## config.mk

```make
export PLATFORM = sky130hd
export DESIGN_NAME = seven_seg_rx
export DESIGN_NICKNAME = d
export VERILOG_FILES = /design/src/rtl/seven_seg_pkg.sv /design/src/rtl/seven_seg_glyph_dec.sv /design/src/rtl/seven_seg_rx.sv
export SDC_FILE = /design/constraint.sdc
export NUM_CORES = 1
export LEC_CHECK = 0
export BUFFER_PORTS_ARGS = -buffer_cell sky130_fd_sc_hd__buf_2
export CORE_ASPECT_RATIO = 1.2
export CORE_MARGIN = 2
export CORE_UTILIZATION = 50
export CTS_CLUSTER_DIAMETER = 150
export DETAILED_ROUTE_END_ITERATION = 10
export GPL_TIMING_DRIVEN = 0
export PLACE_DENSITY_LB_ADDON = 0.12
export SLEW_MARGIN = 0
export SYNTH_ARGS = -nofsm -noshare
export SYNTH_HDL_FRONTEND = slang
export SYNTH_SLANG_ARGS = --single-unit
```

## constraint.sdc

```tcl
create_clock -name clk -period 2.4 [get_ports clk]
set_clock_uncertainty 0.2 [all_clocks]
set_input_delay 0.12 -clock clk [delete_from_list [all_inputs] [get_ports clk]]
set_output_delay 0.12 -clock clk [all_outputs]
set_load 0.02 [all_outputs]
```

## src/rtl/seven_seg_pkg.sv

```systemverilog
// rtl/seven_seg_pkg.sv - glyph constants, select polarity and FSM states for seven_seg_rx
package seven_seg_pkg;

    // Active-high segment patterns, bit0 = segment a ... bit6 = segment g.
    localparam logic [6:0] GLYPH_0    = 7'h3F;
    localparam logic [6:0] GLYPH_1    = 7'h06;
    localparam logic [6:0] GLYPH_2    = 7'h5B;
    localparam logic [6:0] GLYPH_3    = 7'h4F;
    localparam logic [6:0] GLYPH_4    = 7'h66;
    localparam logic [6:0] GLYPH_5    = 7'h6D;
    localparam logic [6:0] GLYPH_6    = 7'h7D;
    localparam logic [6:0] GLYPH_7    = 7'h07;
    localparam logic [6:0] GLYPH_8    = 7'h7F;
    localparam logic [6:0] GLYPH_9    = 7'h6F;
    localparam logic [6:0] GLYPH_A    = 7'h77;
    localparam logic [6:0] GLYPH_B    = 7'h7C;
    localparam logic [6:0] GLYPH_C    = 7'h39;
    localparam logic [6:0] GLYPH_D    = 7'h5E;
    localparam logic [6:0] GLYPH_E    = 7'h79;
    localparam logic [6:0] GLYPH_F    = 7'h71;
    localparam logic [6:0] GLYPH_DASH = 7'h40;

    // Digit select bit (seg_in[7]) polarity.
    localparam logic SEL_MSB = 1'b0;
    localparam logic SEL_LSB = 1'b1;

    typedef enum logic {
        ST_SYNC    = 1'b0,
        ST_COLLECT = 1'b1
    } rx_state_e;

endpackage

```

## src/rtl/seven_seg_glyph_dec.sv

```systemverilog
// rtl/seven_seg_glyph_dec.sv - combinational active-high glyph to hex nibble lookup
// Ports:
//   pattern_i  7-bit active-high segment pattern (bit0 = a)
//   hit_o      1 when pattern_i is one of the 16 hex glyphs
//   nibble_o   decoded hex value, 0 when hit_o is 0
module seven_seg_glyph_dec
    import seven_seg_pkg::*;
(
    input  logic [6:0] pattern_i,
    output logic       hit_o,
    output logic [3:0] nibble_o
);

    always_comb begin
        hit_o    = 1'b1;
        nibble_o = 4'h0;
        case (pattern_i)
            GLYPH_0:    nibble_o = 4'h0;
            GLYPH_1:    nibble_o = 4'h1;
            GLYPH_2:    nibble_o = 4'h2;
            GLYPH_3:    nibble_o = 4'h3;
            GLYPH_4:    nibble_o = 4'h4;
            GLYPH_5:    nibble_o = 4'h5;
            GLYPH_6:    nibble_o = 4'h6;
            GLYPH_7:    nibble_o = 4'h7;
            GLYPH_8:    nibble_o = 4'h8;
            GLYPH_9:    nibble_o = 4'h9;
            GLYPH_A:    nibble_o = 4'hA;
            GLYPH_B:    nibble_o = 4'hB;
            GLYPH_C:    nibble_o = 4'hC;
            GLYPH_D:    nibble_o = 4'hD;
            GLYPH_E:    nibble_o = 4'hE;
            GLYPH_F:    nibble_o = 4'hF;
            GLYPH_DASH: hit_o    = 1'b0;
            default:    hit_o    = 1'b0;
        endcase
    end

endmodule

```

## src/rtl/seven_seg_rx.sv

```systemverilog
// rtl/seven_seg_rx.sv - two-digit seven-segment bus receiver with glitch filter and link timeout
// Ports:
//   clk, rst_n     clock, asynchronous active-low reset
//   seg_in         [6:0] active-low segments a..g, [7] digit select (1 = LSB digit)
//   value          last complete two-digit value {msb, lsb}
//   value_valid    one-cycle pulse when value updates
//   value_changed  one-cycle pulse with value_valid when the new value differs
//   glyph_err      one-cycle pulse when an accepted pattern is not a hex glyph
//   link_lost      level, no accepted glyph within TIMEOUT_CYCLES
module seven_seg_rx
    import seven_seg_pkg::*;
#(
    parameter int STABLE_CYCLES  = 4,
    parameter int TIMEOUT_CYCLES = 4096
) (
    input  logic       clk,
    input  logic       rst_n,
    input  logic [7:0] seg_in,
    output logic [7:0] value,
    output logic       value_valid,
    output logic       value_changed,
    output logic       glyph_err,
    output logic       link_lost
);

    localparam int             TW          = $clog2(TIMEOUT_CYCLES);
    localparam logic [7:0]     STABLE_LAST = 8'(STABLE_CYCLES - 1);
    localparam logic [TW-1:0]  TMO_LAST    = TW'(TIMEOUT_CYCLES - 1);

    logic [7:0]    sync1_q, sync2_q, prev_q;
    logic [7:0]    stab_cnt_q, stab_cnt_d;
    logic          accept;
    logic [6:0]    glyph_pat;
    logic          dec_hit;
    logic [3:0]    dec_nibble;

    rx_state_e     state_q, state_d;
    logic [TW-1:0] tmo_cnt_q, tmo_cnt_d;
    logic [3:0]    msb_q, msb_d, lsb_q, lsb_d;
    logic          have_msb_q, have_msb_d, have_lsb_q, have_lsb_d;
    logic [7:0]    value_q, value_d;
    logic          valid_q, valid_d, changed_q, changed_d;
    logic          err_q, err_d, lost_q, lost_d;

    // Synchronizer plus one more stage (prev_q) so the filter compares
    // consecutive synchronized samples.
    always_ff @(posedge clk or negedge rst_n) begin
        if (!rst_n) begin
            sync1_q    <= '0;
            sync2_q    <= '0;
            prev_q     <= '0;
            stab_cnt_q <= '0;
        end else begin
            sync1_q    <= seg_in;
            sync2_q    <= sync1_q;
            prev_q     <= sync2_q;
            stab_cnt_q <= stab_cnt_d;
        end
    end

    always_comb begin
        stab_cnt_d = '0;
        if (sync2_q == prev_q) begin
            stab_cnt_d = (stab_cnt_q == 8'hFF) ? stab_cnt_q : stab_cnt_q + 8'd1;
        end
    end

    // The counter passes through STABLE_LAST exactly once per run because it
    // saturates at 255, above any legal STABLE_CYCLES-1.
    assign accept    = (stab_cnt_q == STABLE_LAST);
    assign glyph_pat = ~prev_q[6:0];

    seven_seg_glyph_dec u_dec (
        .pattern_i (glyph_pat),
        .hit_o     (dec_hit),
        .nibble_o  (dec_nibble)
    );

    always_ff @(posedge clk or negedge rst_n) begin
        if (!rst_n) begin
            state_q    <= ST_SYNC;
            tmo_cnt_q  <= '0;
            msb_q      <= '0;
            lsb_q      <= '0;
            have_msb_q <= 1'b0;
            have_lsb_q <= 1'b0;
            value_q    <= '0;
            valid_q    <= 1'b0;
            changed_q  <= 1'b0;
            err_q      <= 1'b0;
            lost_q     <= 1'b0;
        end else begin
            state_q    <= state_d;
            tmo_cnt_q  <= tmo_cnt_d;
            msb_q      <= msb_d;
            lsb_q      <= lsb_d;
            have_msb_q <= have_msb_d;
            have_lsb_q <= have_lsb_d;
            value_q    <= value_d;
            valid_q    <= valid_d;
            changed_q  <= changed_d;
            err_q      <= err_d;
            lost_q     <= lost_d;
        end
    end

    always_comb begin
        state_d    = state_q;
        msb_d      = msb_q;
        lsb_d      = lsb_q;
        have_msb_d = have_msb_q;
        have_lsb_d = have_lsb_q;
        value_d    = value_q;
        valid_d    = 1'b0;
        changed_d  = 1'b0;
        err_d      = 1'b0;
        lost_d     = lost_q;
        tmo_cnt_d  = (tmo_cnt_q == TMO_LAST) ? tmo_cnt_q : tmo_cnt_q + TW'(1);

        // Checked before expiry so a simultaneous accept keeps the link alive.
        if (accept) begin
            tmo_cnt_d = '0;
            if (!dec_hit) begin
                err_d      = 1'b1;
                have_msb_d = 1'b0;
                have_lsb_d = 1'b0;
            end else begin
                state_d = ST_COLLECT;
                lost_d  = 1'b0;
                if (prev_q[7] == SEL_MSB) begin
                    msb_d      = dec_nibble;
                    have_msb_d = 1'b1;
                end
                if (prev_q[7] == SEL_LSB) begin
                    lsb_d      = dec_nibble;
                    have_lsb_d = 1'b1;
                end
                if (have_msb_d && have_lsb_d) begin
                    value_d    = {msb_d, lsb_d};
                    valid_d    = 1'b1;
                    changed_d  = (value_d != value_q);
                    have_msb_d = 1'b0;
                    have_lsb_d = 1'b0;
                end
            end
        end else if (state_q == ST_COLLECT && tmo_cnt_q == TMO_LAST) begin
            state_d    = ST_SYNC;
            lost_d     = 1'b1;
            have_msb_d = 1'b0;
            have_lsb_d = 1'b0;
        end
    end

    assign value         = value_q;
    assign value_valid   = valid_q;
    assign value_changed = changed_q;
    assign glyph_err     = err_q;
    assign link_lost     = lost_q;

endmodule
```

-- Yosys cells after proc, flatten, opt, wreduce, memory -nomap -nowiden
Index checks and enable logic that the tools add are counted.
- register bits after elaboration: 67
- output and inout bits: 12
- word-level logic and storage cells: 87
- input port bits: 10
- bitwise gates (word level): 1
- mux-type cells: 38
- equal/unequal tests: 24
- reductions and logical operators: 7
- add/sub/neg operators: 2
- operators with widths (kind ; count):
    7-bit == test, second input constant ; 12
    4-bit one-hot mux with 15 select lines ; 1
    1-bit 2-to-1 mux ; 27
    12-bit 2-to-1 mux ; 2
    4-bit 2-to-1 mux ; 6
    8-bit 2-to-1 mux ; 2
    16-bit OR reduction ; 1
    7-bit by 3-bit == test with 1-bit output, second input constant ; 2
    7-bit by 6-bit == test with 1-bit output, second input constant ; 2
    12-bit by 1-bit adder with 12-bit output, second input constant ; 1
    12-bit == test, second input constant ; 1
    8-bit by 1-bit adder with 8-bit output, second input constant ; 1
    8-bit by 2-bit == test with 1-bit output, second input constant ; 1
    8-bit == test ; 1
    8-bit == test, second input constant ; 1
    8-bit != test ; 1
    7-bit inverter ; 1
    2-bit != test, second input constant ; 2
    2-bit AND reduction ; 2
    3-bit AND reduction ; 1
    1-bit logical AND ; 2
    2-bit by 1-bit != test with 1-bit output, second input constant ; 1
    2-bit nonzero test ; 1

-- Logic depth before layout (Yosys ltp)
Gate-level depths: netlist of run 1.
- depth in word-level cells: 10
- depth in mapped cells: 9
- mapped depth without buffers: 7

-- Hierarchy
From an unflattened synthesis of run 1, not the netlist that was laid out.
- cell total of the unflattened synthesis: 299
- area, all modules: 3291.9 um^2
- by module, submodules not included (module ; instances ; seq. area each (um^2) ; cells an instance ; area an instance (um^2)):
    seven_seg_rx ; 1 ; 1676.6 ; 240 ; 2904.0
    seven_seg_glyph_dec ; 1 ; 0.0 ; 59 ; 387.9

-- Worst setup path after synthesis of run 1
Ideal clock, no wire load.
- path type: register -> register
- start: register prev_q[3]
- end: register msb_q[0]
- period minus slack after synthesis: 2.243 ns
- stages on the path, launching flop included: 9
- buffers on the path: 1
- path slack: 0.157 ns
- setup time: 0.128 ns
- arrival: 1.915 ns
- data required time: 2.072 ns
- path through: dfrtp_1 buf_4 or3_1 a21oi_1 nor2_1 o31ai_2 o21a_4 and2b_4 mux2_1
- cells in the longest elaborated chain, start to end: 6
- elaborated cells between the ends (all ways): 24
- RTL lines (element ; RTL line ; source):
    start: declaration ; seven_seg_rx.sv:30 ; logic [7:0] sync1_q, sync2_q, prev_q;
    start signal: assignment ; seven_seg_rx.sv:56 ; prev_q <= sync2_q;
    7-bit inverter * ; seven_seg_rx.sv:71 ; assign glyph_pat = ~prev_q[6:0];
    7-bit == test (tied with other cells) ; seven_seg_glyph_dec.sv:17 ; case (pattern_i)
    4-bit one-hot mux with 15 select lines ; seven_seg_glyph_dec.sv:17 ;
    4-bit 2-to-1 mux ; seven_seg_rx.sv:130 ; if (prev_q[7] == SEL_MSB) begin
    4-bit 2-to-1 mux ; seven_seg_rx.sv:123 ; if (!dec_hit) begin
    4-bit 2-to-1 mux ; seven_seg_rx.sv:121 ; if (accept) begin
    end signal: assignment ; seven_seg_rx.sv:95 ; msb_q <= msb_d;
    end: declaration ; seven_seg_rx.sv:39 ; logic [3:0] msb_q, msb_d, lsb_q, lsb_d;
Mark *: on every way between the ends. The rest lies on a longest branch, timed or not. The select of a mux whose other input is x is not followed.
A chain may end at the register's enable or synchronous reset.

-- Worst setup path in the final report of run 1
- start: register prev_q[4]
- end: register msb_q[2]
The elaborated chain is that of the path after synthesis.

==> run metrics, run 1 <==
die height=91.7 µm; Initial Utilization=52.3%; Total GRT Usage=18.6%; Static Leak=1.81 nW; total gr overflow=0; Slew headroom=45.6%; Final GP Congestion=0.836; htree depth=3; Worst-path clk slew=0.08 ns; Seq/Total Area, Yosys=52.3%; largest area contributor in the netlist=dfrtp_1; simple-gate share of the synthesized area=15.7%; TritonRoute pass-1 iters=4; Row Count=31; Post-synth top cells=67 x dfrtp_1, 21 x nor2_1, 18 x xor2_1, 14 x nand2_1; WP data arrival=2.37 ns; 1st-iter DRT viols=77; post-route cell area=3890 µm²; worst hold path class=flip-flop to flip-flop; asr flop ratio synth=100%; Pwr Total=2.36 mW; clock sink count=67; Post-DP Area=3420 µm²; Yosys warnings=0; Max Clock Freq=427 MHz; post-synthesis compound-gate area fraction=10.5%; Min Clock Period, post-route=2.34 ns; CTS root buffer=clkbuf_8; vias in the first global route=2164; routed vias/inst=5.31; fillers=535; WL per Instance=14.8 µm; Vias=2188; nets=337; CTS tree=done; Mapped Nets=286; Post-synth EDFFs=0; Max-cap violations=0; Layout area overhead=21.4%; first-pass GRT wire length=10300 µm; share of post-route cells with drive strength above 1=30.6%; Main synth FF type=dfrtp_1; die width=77.1 µm; Detailed Place HPWL=3830 µm; largest net degree at the start of global routing=68; Final Hold Fails=0; CP Max Fanout=5; Num CTS Buffers=9; peak supply drop=0.585 mV; antenna cells=0; startpoint types=flip-flop; Mean Syn Cell Area=11.7 µm²; I/O pins=22; total routed wirelength=6120 µm; setup violators final=0; top-area cell type share of the netlist area=52.3%; total die area=7080 µm²; Setup CP Type=flip-flop to flip-flop; CP required=2.43 ns; worst skew pair latency=0.35 ns; cell area after synthesis=3210 µm²; Final ANT Viol Nets=0; CTS max path bufs=2; Mapped Cells=274; dominant cells by area after synthesis=dfrtp_1 52%, mux2_4 5.6%, xor2_1 4.9%; Setup crit end kind=flip-flop; initial antenna violation count=0; post-synthesis mux area share=10.1%; top-count cell post-synth=dfrtp_1; core area=6130 µm²; status=complete, no violations; pwr dens=607 nW/µm²; largest family of logic cells by synthesized area=simple AND/OR/NAND/NOR gates; PortBufs=21; Slew Limit Fails=0; Yosys cell types=58; DRC violations left=0; Tightest Pin Transition=0.816 ns; Synth Area in Adders=0.780%; flops & latches, synth=67; final worst path period share=97.5%; XOR/XNOR share of the synthesized area=8.46%
[worst paths after layout]
| kind | start | to | slack [ns] | depth (start not counted) |
|---|---|---|---|---|
| max | prev_q[4] | msb_q[2] | 0.06 | 7 |
| min | sync1_q[0] | sync2_q[0] | 0.14 | 0 |
| max reg2reg | prev_q[4] | msb_q[2] | 0.06 | 7 |
| min reg2reg | sync1_q[0] | sync2_q[0] | 0.14 | 0 |
| max in group asynchronous | rst_n | prev_q[3] | 1.21 | 2 |
| min in group asynchronous | rst_n | prev_q[2] | 0.20 | 2 |
[report_power, final]
group	switching [mW]	internal [mW]
Clock	0.454	0.591
Sequential	0.0134	1.15
Combinational	0.0861	0.0674
Total	0.554	1.81
[critical path: stages, from the launching register on]
cell and delay [ns]:
dfrtp_2 0.45, or3_1 0.38, a21oi_2 0.14, nor2_1 0.06, o31ai_2 0.26, o21a_4 0.21
and2b_4 0.22, mux2_4 0.31
[cell usage in the layout (no fill, tap or decap), drive strengths merged, types with 2 or more instances in the layout]
cell,instances
xnor2,13
mux2i,2
clkbuf,12
nand4,3
mux2,23
bufinv,2
a21oi,13
o32ai,3
nor4,4
xor2,18
ha,2
and3,3
o21ai,11
and4,2
a31oi,3
dfrtp,67
buf,39
nor3,11
inv,4
clkinvlp,2
nand3,8
nor2b,2
dlygate4sd3,9
nand4b,3
nand2,16
clkinv,2
nand2b,2
or3,5
a211oi,2
nand3b,2
nor2,21
[flip-flops by register name, indices dropped and copies added, names as in the netlist]
| signal | cells |
|---|---|
| link_lost | 1 |
| value_valid | 1 |
| tmo_cnt_q | 12 |
| lsb_q | 4 |
| have_lsb_q | 1 |
| glyph_err | 1 |
| prev_q | 8 |
| sync1_q | 8 |
| value_changed | 1 |
| msb_q | 4 |
| state_q | 1 |
| stab_cnt_q | 8 |
| have_msb_q | 1 |
| sync2_q | 8 |
| value | 8 |
[timing repair]
action | CTS | global route
gates resized for setup | 9 | 12
pin swaps | 4 | 5
hold buffers | 9 | 0
endpoints found under the hold margin | 75 | 0
setup endpoints to repair | 17 | 19
buffers inserted | 7 | 4
[cells by family after synthesis]
family,Yosys count
xor gates and xnor gates,31
muxes,25
AOI/OAI and AO/OA,45
and+or+nand+nor,90
buffers and inverters,14
DFF,67
adders and majority gates,2
[through the flow]
step                TNS [ns]  setup WS [ns]  hold slack [ns]  utilization (%)  instances
finish                     0         0.0590            0.143             63.5        412
CTS                  -0.0273        -0.0137            0.143             62.3        408
detailed placement     -1.42         -0.151           0.0298             55.8        377
global placement       -1.61         -0.154           0.0294             55.7        377
floorplan                  0          0.157           -0.376                -        274
global route         -0.0382        -0.0132            0.147             63.5        412
[per-layer routing]
layer  vias to the layer above  GRT usage (%)  part of all wire [%]
met2                        29           29.2                    48
met1                      1061           24.2                    47
met5                         -              0                     0
met3                        12           5.41                   2.6
met4                         0           7.44                   2.0
li1                       1086              -                     -
[final cells by class]
class	instances	area, µm²	area share, %
sequential	67	1680	43.2
clock inverter	7	101	2.60
timing repair buffer	41	280	7.20
multi-input combinational	193	1530	39.4
tap	82	103	2.63
buffer	10	60.1	1.54
inverter	3	11.3	0.289
clock buffer	9	124	3.18
No activity file was read; power rests on OpenSTA's default activity.
==> run 2, diff against run 1 <==
Settings changed: CORE_UTILIZATION 50 to 45, RECOVER_POWER set to 100, SLEW_MARGIN 0 to 25.
==> run 2 against run 1 <==
  * Fmax about the same
  * Sequential power is essentially flat
  * Largest cell class unchanged
  * Wire length increased by 0.29%
  * Combinational power hardly changed
  * First-iteration DRC count fell by 19%
  * Sequential share of layout area shrank 0.57 points
  * Clock-buffer cell count increased by 1
  * Via count is 1.2% higher
  * Clock power increased by 20%
  * Global-route usage fell by 1.2 points
==> run metrics, run 2 (same netlist as run 1, synthesis figures left out) <==
status=complete, no violations; Row Count=33; most frequent cells in the layout=64 x dfrtp_1, 21 x nor2_1, 18 x xor2_1; setup total negative slack=0 ns; r2r startpoint=prev_q[3]; core area=6850 µm²; fillers=608; WP data arrival=2.37 ns; combinational share of power=6.0%; I/O pins=22; Crit path max-delay family=simple AND/OR/NAND/NOR gates; Initial Utilization=46.8%; peak supply drop=0.370 mV; Pwr Total=2.58 mW; Setup CP Type=flip-flop to flip-flop; Clock Power Share=49.0%; CP Max Fanout=6; TritonRoute pass-1 iters=4; CTS max path bufs=2; WL per Instance=14.6 µm; total gr overflow=0; die height=96.5 µm; setup violators final=0; Hold Crit Depth=0; instance count on the critical path=7; Setup crit end=msb_q[3]; CP max stage delay=0.44 ns; Max Clock Freq=427 MHz; Total GRT Usage=17.4%; Final Hold Fails=0; nets=339; worst skew pair latency=0.34 ns; critical path launch point=prev_q[3]; total routed wirelength=6140 µm; PortBufs=21; htree depth=3; Worst-path clk slew=0.07 ns; cell-internal power=2.04 mW; clock sink count=67; Setup crit end kind=flip-flop; Layout area overhead=23.0%; 1st-iter DRT viols=62; CTS tree=done; R2R depth=7; worst-path cell chain=or3_4 > a21oi_2 > nor2_1 > o31ai_2 > o21a_4 > and2b_4 > mux2_4; Post-DP Area=3450 µm²; initial antenna violation count=0; Num CTS Buffers=9; reg2reg end=msb_q[3]; Reg with most FFs=tmo_cnt_q; R2R Setup Slk=0.06 ns; final worst path period share=97.5%; Net Sw Frac=20.8%; CTS root buffer=clkbuf_8; CP required=2.43 ns; Vias=2214; Slew Limit Fails=0; slowest cell on the critical path=dfrtp_2; largest net degree at the start of global routing=55; pwr dens=654 nW/µm²; switching power=538 µW; Tightest Pin Transition=1.29 ns; first-pass GRT wire length=10100 µm; WP buf/inv=0; Final GP Congestion=0.866; startpoint types=flip-flop; worst hold path class=flip-flop to flip-flop; die width=81.1 µm; Max-cap violations=0; post-route cell area=3950 µm²; routed vias/inst=5.28; setup ws final=0.0601 ns; Slew headroom=13.9%; total die area=7820 µm²; Min Clock Period, post-route=2.34 ns; pre-CTS setup slack=-0.147 ns; RSZ-0062 raised after global routing=true; Final ANT Viol Nets=0; Seq pwr share=45.1%; Detailed Place HPWL=3910 µm; share of post-route cells with drive strength above 1=26.8%; DRC violations left=0; Static Leak=1.80 nW; Largest register FFs=12; antenna cells=0; vias in the first global route=2166; commonest non-fill, non-tap cell in the layout=dfrtp_1
-- run 2: cell count changes in the layout (fill, tap and decap cells not counted), sizes merged --
cell,delta
clkinv,-1
buf,-12
bufinv,+2
clkbuf,+14
dlygate4sd3,+1
clkinvlp,-1
inv,-1
-- run 2: power by group through the flow --
stage               clock network (mW)  logic [mW]  registers [mW]
floorplan                            0      0.0792            1.18
global placement                     0       0.125            1.18
finish                            1.26       0.154            1.16
detailed placement                   0       0.132            1.18
global route                      1.35       0.170            1.17
CTS                               1.30       0.154            1.16
-- run 2: what timing repair did --
action / CTS / global route
setup endpoints to repair: 17 / 20
hold buffers: 10 / 0
resized for setup: 12 / 7
hold endpoints to repair: 75 / 0
pin swaps: 4 / 6
buffers inserted: 7 / 4
-- run 2: how the worst min path moves through the flow --
| stage | slack, ns | from | end |
|---|---|---|---|
| global placement | 0.03 | seg_in[5] | sync1_q[5] |
| finish | 0.15 | sync1_q[1] | sync2_q[1] |
| detailed placement | -0.20 | rst_n | prev_q[4] |
| CTS | 0.11 | rst_n | prev_q[0] |
| global route | 0.16 | sync1_q[0] | sync2_q[0] |
| floorplan | -0.38 | rst_n | glyph_err |
-- run 2: routing by layer --
| layer | track usage (%) | wire length, µm | up-vias |
|---|---|---|---|
| met4 | 7.63 | 73 | 0 |
| li1 | - | - | 1092 |
| met1 | 22.6 | 2850 | 1081 |
| met2 | 26.4 | 3010 | 34 |
| met3 | 5.67 | 205 | 7 |
| met5 | 0 | 0 | - |
-- run 2: cell type report --
type | count | area (µm²) | share of cell area, %
sequential | 67 | 1680 | 42.6
multi-input combinational | 193 | 1530 | 38.8
timing repair buffer | 43 | 280 | 7.10
clock buffer | 10 | 138 | 3.49
clock inverter | 6 | 136 | 3.46
tap | 87 | 109 | 2.76
buffer | 10 | 61.3 | 1.55
inverter | 3 | 11.3 | 0.285
-- run 2: through the flow --
step | instances | hold WS (ns) | util, %
6_report | 419 | 0.152 | 57.6
5_1_grt | 419 | 0.162 | 57.6
4_1_cts | 415 | 0.106 | 57.2
3_5_place_dp | 383 | -0.201 | 50.4
3_3_place_gp | 382 | 0.0289 | 49.9
2_1_floorplan | 274 | -0.376 | -
==> run 3, diff against run 2 <==
Settings changed: PLACE_DENSITY set to 0.61, PLACE_DENSITY_LB_ADDON 0.12 to unset.
==> run 3 against run 2 <==
  * Utilization is 0.26 points lower
  * Critical path depth did not move
  * Worst hold slack worse by 0.0034 ns
  * Final area is 0.44% lower
  * First-iteration DRC count up 110%
  * Wire length decreased by 0.34%
  * Die area stayed put
  * Cell count decreased by 0.24%
  * Clock power decreased by 3%
==> run metrics, run 3 (same netlist as run 1, synthesis figures left out) <==
WL per Instance=14.6 µm; WP data arrival=2.38 ns; Tightest Pin Transition=1.47 ns; final core occ=57.3%; worst skew pair latency=0.34 ns; largest net degree at the start of global routing=44; core area=6850 µm²; 1st-iter DRT viols=132; DRC violations left=0; RSZ-0062 raised after global routing=true; peak supply drop=0.416 mV; CP Max Fanout=5; commonest non-fill, non-tap cell in the layout=dfrtp_1; final worst path period share=97.8%; CTS max path bufs=2; status=complete, no violations; initial antenna violation count=0; Post-DP Area=3440 µm²; total gr overflow=0; Largest register FFs=12; Final Hold Fails=0; total routed wirelength=6120 µm; Detailed Place HPWL=4040 µm; pre-CTS setup slack=-0.104 ns; Layout area overhead=22.5%; die height=96.5 µm; Worst-path clk slew=0.08 ns; clock sink count=67; Slew headroom=2.09%; I/O pins=22; post-route cell area=3930 µm²; Reg with most FFs=tmo_cnt_q; Final ANT Viol Nets=0; Post-Layout Cell Count=418; Total GRT Usage=17.0%; Max-cap violations=0; die width=81.1 µm; Max Clock Freq=426 MHz; Vias=2226; htree depth=3; vias in the first global route=2056; Setup crit end kind=flip-flop; share of post-route cells with drive strength above 1=26.3%; PortBufs=21; Min Clock Period, post-route=2.35 ns; total die area=7820 µm²; nets=338; setup ws final=0.0526 ns; Static Leak=1.80 nW; routed vias/inst=5.33; placed insts=383; startpoint types=flip-flop; CTS tree=done; Row Count=33; Initial Utilization=46.8%; antenna cells=0; Final GP Congestion=0.843; Num CTS Buffers=9; setup violators final=0; CP required=2.43 ns; CTS root buffer=clkbuf_8; pwr dens=645 nW/µm²; Slew Limit Fails=0; worst hold path class=flip-flop to flip-flop; first-pass GRT wire length=9850 µm; Setup CP Type=flip-flop to flip-flop; Pwr Total=2.54 mW; R2R Setup Slk=0.05 ns; Final Hold Slack=0.149 ns; most frequent cells in the layout=65 x dfrtp_1, 21 x nor2_1, 18 x xor2_1; fillers=620; TritonRoute pass-1 iters=4; setup total negative slack=0 ns
## run 3: changes by cell type in the layout (fill, tap and decap cells not counted), sizes merged
cell,before,now
buf,27,28
clkinvlp,1,0
dlygate4sd3,10,9
## run 3: what timing repair did
item | 4_1_cts | 5_1_grt
hold endpoints to repair | 75 | 0
pin swaps | 4 | 3
endpoints found under the setup margin | 17 | 19
resized for setup | 8 | 11
hold buffers | 9 | 0
setup buffers | 8 | 3
## run 3: area by class of cell
cell class / count / area, µm² / area share [%]
flip-flops and latches: 67 / 1680 / 42.7
multi-input cells: 193 / 1530 / 38.9
repair buffers: 42 / 282 / 7.17
clock buffers: 11 / 131 / 3.34
clock inverters: 5 / 125 / 3.18
well taps: 87 / 109 / 2.77
plain buffers: 10 / 61.3 / 1.56
inverters: 3 / 11.3 / 0.287
## run 3: worst paths after layout
kind                                 start          to  cells past startpoint
worst max-delay path             prev_q[4]    msb_q[3]                      7
worst min-delay path            sync1_q[5]  sync2_q[5]                      0
worst max register to register   prev_q[4]    msb_q[3]                      7
worst min register to register  sync1_q[5]  sync2_q[5]                      0
max in group asynchronous            rst_n   prev_q[3]                      3
min in group asynchronous            rst_n    value[7]                      2
## run 3: metal layers
metal  routed length [µm]  track usage, %
met3                  202            5.58
met5                    0               0
met2                 3020            28.0
met4                   88            6.36
met1                 2810            20.7
## run 3: worst max-delay path: stages, from the launching register on
cell and delay (ns):
dfrtp_2 0.43, or3_4 0.39, a21oi_2 0.14, nor2_1 0.06
o31ai_2 0.27, o21a_4 0.21, and2b_4 0.22, mux2_4 0.31
## run 3: report_power, final
part           internal [mW]  switching [mW]
sequential              1.15          0.0117
combinational         0.0701          0.0862
clock                  0.795           0.423
total                   2.01           0.521
